==> src/rtl/arb_pkg.sv <==
// Shared types and helpers for the arbiter slice.
package arb_pkg;

  typedef enum logic {
    ARB_FIXED,
    ARB_RR
  } arb_mode_e;

  // Widest requester vector the index helper accepts.
  localparam int unsigned ARB_MAX_N = 64;

  // Binary index of a one-hot (or zero) vector; zero input yields 0.
  function automatic int unsigned onehot_to_idx(input logic [ARB_MAX_N-1:0] vec);
    int unsigned idx;
    idx = 0;
    for (int unsigned i = 0; i < ARB_MAX_N; i++) begin
      if (vec[i]) idx |= i;
    end
    return idx;
  endfunction

endpackage

==> src/rtl/psel_n.sv <==
// Combinational N-way priority selector: highest set index of req wins.
module psel_n #(
  parameter int unsigned N = 4
) (
  input  logic [N-1:0] req,
  input  logic         en,
  output logic [N-1:0] gnt
);

  // Scan upward so the highest requesting index overwrites lower ones.
  always_comb begin
    gnt = '0;
    if (en) begin
      for (int unsigned i = 0; i < N; i++) begin
        if (req[i]) begin
          gnt    = '0;
          gnt[i] = 1'b1;
        end
      end
    end
  end

endmodule

==> src/rtl/rr_arbiter.sv <==
// N-way arbiter with registered one-hot grant, fixed or round-robin
// priority, and a grant lock for multi-cycle ownership.
module rr_arbiter
  import arb_pkg::*;
#(
  parameter int unsigned N     = 4,
  parameter arb_mode_e   MODE  = ARB_RR,
  parameter int unsigned IDX_W = (N > 1) ? $clog2(N) : 1
) (
  input  logic             clock,
  input  logic             reset_n,
  input  logic [N-1:0]     req,
  input  logic             en,
  input  logic             lock,
  output logic [N-1:0]     gnt,
  output logic             gnt_valid,
  output logic [IDX_W-1:0] gnt_idx
);

  logic [IDX_W-1:0] last;
  logic [IDX_W-1:0] last_next;
  logic [N-1:0]     below_last;
  logic [N-1:0]     masked;
  logic [N-1:0]     gnt_masked;
  logic [N-1:0]     gnt_full;
  logic [N-1:0]     winner;
  logic [N-1:0]     gnt_next;
  logic             hold;

  // Requesters strictly below the last winner; empty in fixed mode so the
  // full-vector selector always decides.
  always_comb begin
    below_last = '0;
    for (int unsigned i = 0; i < N; i++) begin
      below_last[i] = (MODE == ARB_RR) && (i < 32'(last));
    end
    masked = req & below_last;
  end

  psel_n #(.N(N)) u_psel_masked (
    .req (masked),
    .en  (en),
    .gnt (gnt_masked)
  );

  psel_n #(.N(N)) u_psel_full (
    .req (req),
    .en  (en),
    .gnt (gnt_full)
  );

  // Status outputs derive from the registered grant only.
  always_comb begin
    gnt_valid = |gnt;
    gnt_idx   = IDX_W'(onehot_to_idx(ARB_MAX_N'(gnt)));
    hold      = lock && gnt_valid && (|(req & gnt));
    winner    = (|masked) ? gnt_masked : gnt_full;
  end

  // Next grant and pointer: disable, lock hold, idle, then arbitrate.
  always_comb begin
    gnt_next  = gnt;
    last_next = last;
    if (!en) begin
      gnt_next = '0;
    end else if (hold) begin
      gnt_next = gnt;
    end else if (req == '0) begin
      gnt_next = '0;
    end else begin
      gnt_next = winner;
      if (MODE == ARB_RR) begin
        last_next = IDX_W'(onehot_to_idx(ARB_MAX_N'(winner)));
      end
    end
  end

  // Grant and round-robin pointer registers.
  always_ff @(posedge clock or negedge reset_n) begin
    if (!reset_n) begin
      gnt  <= '0;
      last <= '0;
    end else begin
      gnt  <= gnt_next;
      last <= last_next;
    end
  end

endmodule

==> config.mk <==
export PLATFORM = sky130hd
export DESIGN_NAME = rr_arbiter
export DESIGN_NICKNAME = d
export VERILOG_FILES = /design/src/rtl/arb_pkg.sv /design/src/rtl/psel_n.sv /design/src/rtl/rr_arbiter.sv
export SDC_FILE = /design/constraint.sdc
export NUM_CORES = 1
export LEC_CHECK = 0
export BUFFER_PORTS_ARGS = -buffer_cell sky130_fd_sc_hd__buf_2
export CORE_AREA = 3 3 40 42
export DETAILED_ROUTE_END_ITERATION = 10
export DIE_AREA = 0 0 43 45
export PLACE_DENSITY = 0.59
export SLEW_MARGIN = 20
export SYNTH_ARGS = -nofsm -noshare
export SYNTH_HDL_FRONTEND = slang
export SYNTH_SLANG_ARGS = --single-unit
==> constraint.sdc <==
create_clock -name clock -period 1.6 [get_ports clock]
set_clock_uncertainty 0.2 [all_clocks]
set_input_delay 0.16 -clock clock [delete_from_list [all_inputs] [get_ports clock]]
set_output_delay 0.16 -clock clock [all_outputs]
set_load 0.05 [all_outputs]
==> impl_metrics.json <==
{
  "p_comb_share_pct": 39.5,
  "nNetsFinal": 76,
  "fp.dieH_um": 45,
  "finalMaxSlewViolations": 0,
  "grt_max_degree": 9,
  "grt_pass1_vias": 439,
  "grt_pass1_wl_um": 1910,
  "critPathLaunchType": "flop",
  "rsz0062_at_grt": "true",
  "hold_violations": 0,
  "dieArea_mm2": 0.00194,
  "placed_area_um2": 543,
  "syn_avg_cell_area_um2": 9.89,
  "syn_inst": 41,
  "htree_levels": 1,
  "path_class": "flop to flop",
  "tritoncts": "done",
  "wl_per_cell_um": 13.8,
  "rows": 13,
  "fillCellCount": 123,
  "dr.pass1.iters": 4,
  "synth_cell_types": 24,
  "setup_slack_ns": -0.182,
  "synth_top_area_share_pct": 37.0,
  "ys_top_cells_by_area": "dfrtp_1, o2111a_1, a22o_2, a32o_1, o21ai_0",
  "fin_setup_tns_ns": -1.18,
  "fin_area_um2": 642,
  "worst_slew_pin_slew_ns": 0.343,
  "clockRootBuffer": "clkbuf_4",
  "port_buffers": 14,
  "start_util_pct": 31.5,
  "period_share_pct": 111,
  "grt.overflow.total": 0,
  "power_density_mw_per_mm2": 879,
  "swShare_pct": 36.4,
  "ys_ff_latch": 6,
  "switching_power_mw": 0.205,
  "cap_violations": 0,
  "critPathCaptureType": "flop",
  "top_layer_used": "met3",
  "die_w_um": 43,
  "drt-initial-drc-count": 4,
  "synth_common_cells": "dfrtp_1, o21ai_0, a21oi_1",
  "worst_ep_required_time_ns": 1.53,
  "antenna_cells": 0,
  "vias": 453,
  "ir_worst_vdd_mv": 0.378,
  "finalHoldWorstSlack_ns": 0.0631,
  "cts.clk_slew.worst_paths_ns": 0.05,
  "drc_errors": 0,
  "route.met3.wl_um": 72,
  "ant_nets": 0,
  "stdcell_count": 82,
  "dp_slack_ns": -0.217,
  "slew_headroom_pct": 76.9,
  "io_pins": 15,
  "setup_violations": 7,
  "areaGrowthSynthToFinish_pct": 58.3,
  "crit_fanout": 6,
  "synth_ff_type": "dfrtp_1",
  "internal-power_mw": 0.359,
  "clkSinkCount": 6,
  "status": "finished with violations",
  "violations": "negative setup slack",
  "wl_met1_um": 476,
  "grt_use_total_pct": 13.1,
  "synth_nets": 49,
  "dr_wl_met2_um": 580,
  "power_frac_clock_pct": 27.1,
  "synth_edf_count": 0,
  "seq_power_share_pct": 33.4,
  "r2r_cells": 4,
  "ys_warn_count": 0,
  "hold_path.class": "input port to async pin",
  "finalCriticalPeriod_ns": 1.78,
  "synthArstFlopShare_pct": 100,
  "ys_seq_area_share_pct": 37.0,
  "total_leakage_power_nw": 0.313,
  "synth_largest_area_cell": "dfrtp_1",
  "core_mm2": 0.00128,
  "cts_buffers": 3,
  "drt_wl_total_um": 1130,
  "placed_cells": 74,
  "antenna_found_initial": 0,
  "clk_path_buf_depth": 2,
  "insertion_delay_ns": 0.25,
  "fmaxAchievable_mhz": 561,
  "drive_gt1_share_pct": 59.7,
  "viasPerCell": 5.52,
  "place_hpwl_um": 842,
  "syn_area_um2": 405,
  "gp_congestion": 0.764,
  "synth_most_common_cell": "dfrtp_1",
  "cp.arrival_ns": 1.72
}
==> power by group through the flow <==
| stage | sequential [mW] | clock (mW) | combinational, mW |
|---|---|---|---|
| floorplan | 0.199 | 0 | 0.119 |
| finish | 0.188 | 0.153 | 0.223 |
| global placement | 0.188 | 0 | 0.194 |
| CTS | 0.187 | 0.157 | 0.210 |
| global route | 0.191 | 0.167 | 0.239 |
| detailed placement | 0.189 | 0 | 0.194 |
==> layout make-up <==
class	instances	area [um^2]	area share (%)
Sequential cell	6	154	24.0
Multi-Input combinational cell	32	268	41.7
Inverter	1	3.75	0.585
Tap cell	15	18.8	2.92
Clock buffer	4	26.3	4.09
Timing Repair Buffer	24	171	26.7
==> placed cells by master, fill, tap and decap left out, drive strengths merged, types with 2 or more instances in the layout <==
cell type  Yosys  layout
a32o           2       2
a22o           4       4
dfrtp          6       6
and2           2       2
nor2           2       2
or2            2       2
clkbuf         2       4
buf            0      23
o2111a         2       2
a21oi          3       3
o21ai          4       4
==> timing repair <==
item,in CTS,in global routing
pin swaps,2,4
resized for setup,8,5
gates cloned,0,0
setup buffers,1,2
endpoints found under the setup margin,9,8
hold buffers,1,0
hold endpoints to repair,6,0
==> through the flow <==
stage | util, % | power, mW
after floorplan | - | 0.318
after global placement | 42.3 | 0.383
after detailed placement | 42.3 | 0.383
after CTS | 47.6 | 0.553
after global routing | 50.0 | 0.597
final | 50.0 | 0.564
==> cell families after synthesis <==
kind of cell | count (synthesis) | synth area share, %
simple gates | 10 | 15.1
flops | 6 | 37.0
buf+inv | 3 | 2.78
compound gates | 22 | 45.1
==> path summary, 6_finish.rpt <==
kind	start	to	slack, ns
hold / removal	reset_n	gnt[3]$_DFFE_PN0P_	0.06
min in group clock	req[2]	gnt[2]$_DFFE_PN0P_	0.11
hold reg to reg	gnt[0]$_DFFE_PN0P_	gnt[0]$_DFFE_PN0P_	0.40
max in group asynchronous	reset_n	gnt[0]$_DFFE_PN0P_	0.98
setup / recovery	gnt[0]$_DFFE_PN0P_	gnt[1]$_DFFE_PN0P_	-0.18
setup reg to reg	gnt[0]$_DFFE_PN0P_	gnt[1]$_DFFE_PN0P_	-0.18
==> registers in the layout, indices dropped and copies added (netlist names) <==
signal	flops
last	2
gnt	4
==> worst max-delay path, stage by stage, from the launching register on <==
cell	delay (ns)
dfrtp_2	0.39
or4_4	0.54
o211a_4	0.18
and2_4	0.15
a22o_1	0.21
==> routing by layer <==
layer	GRT usage, %	vias to the layer above
met5	0	-
met4	3.61	0
met3	3.98	0
met2	23.1	15
met1	15.7	217
li1	-	221
(Power assumes the default switching activity.)
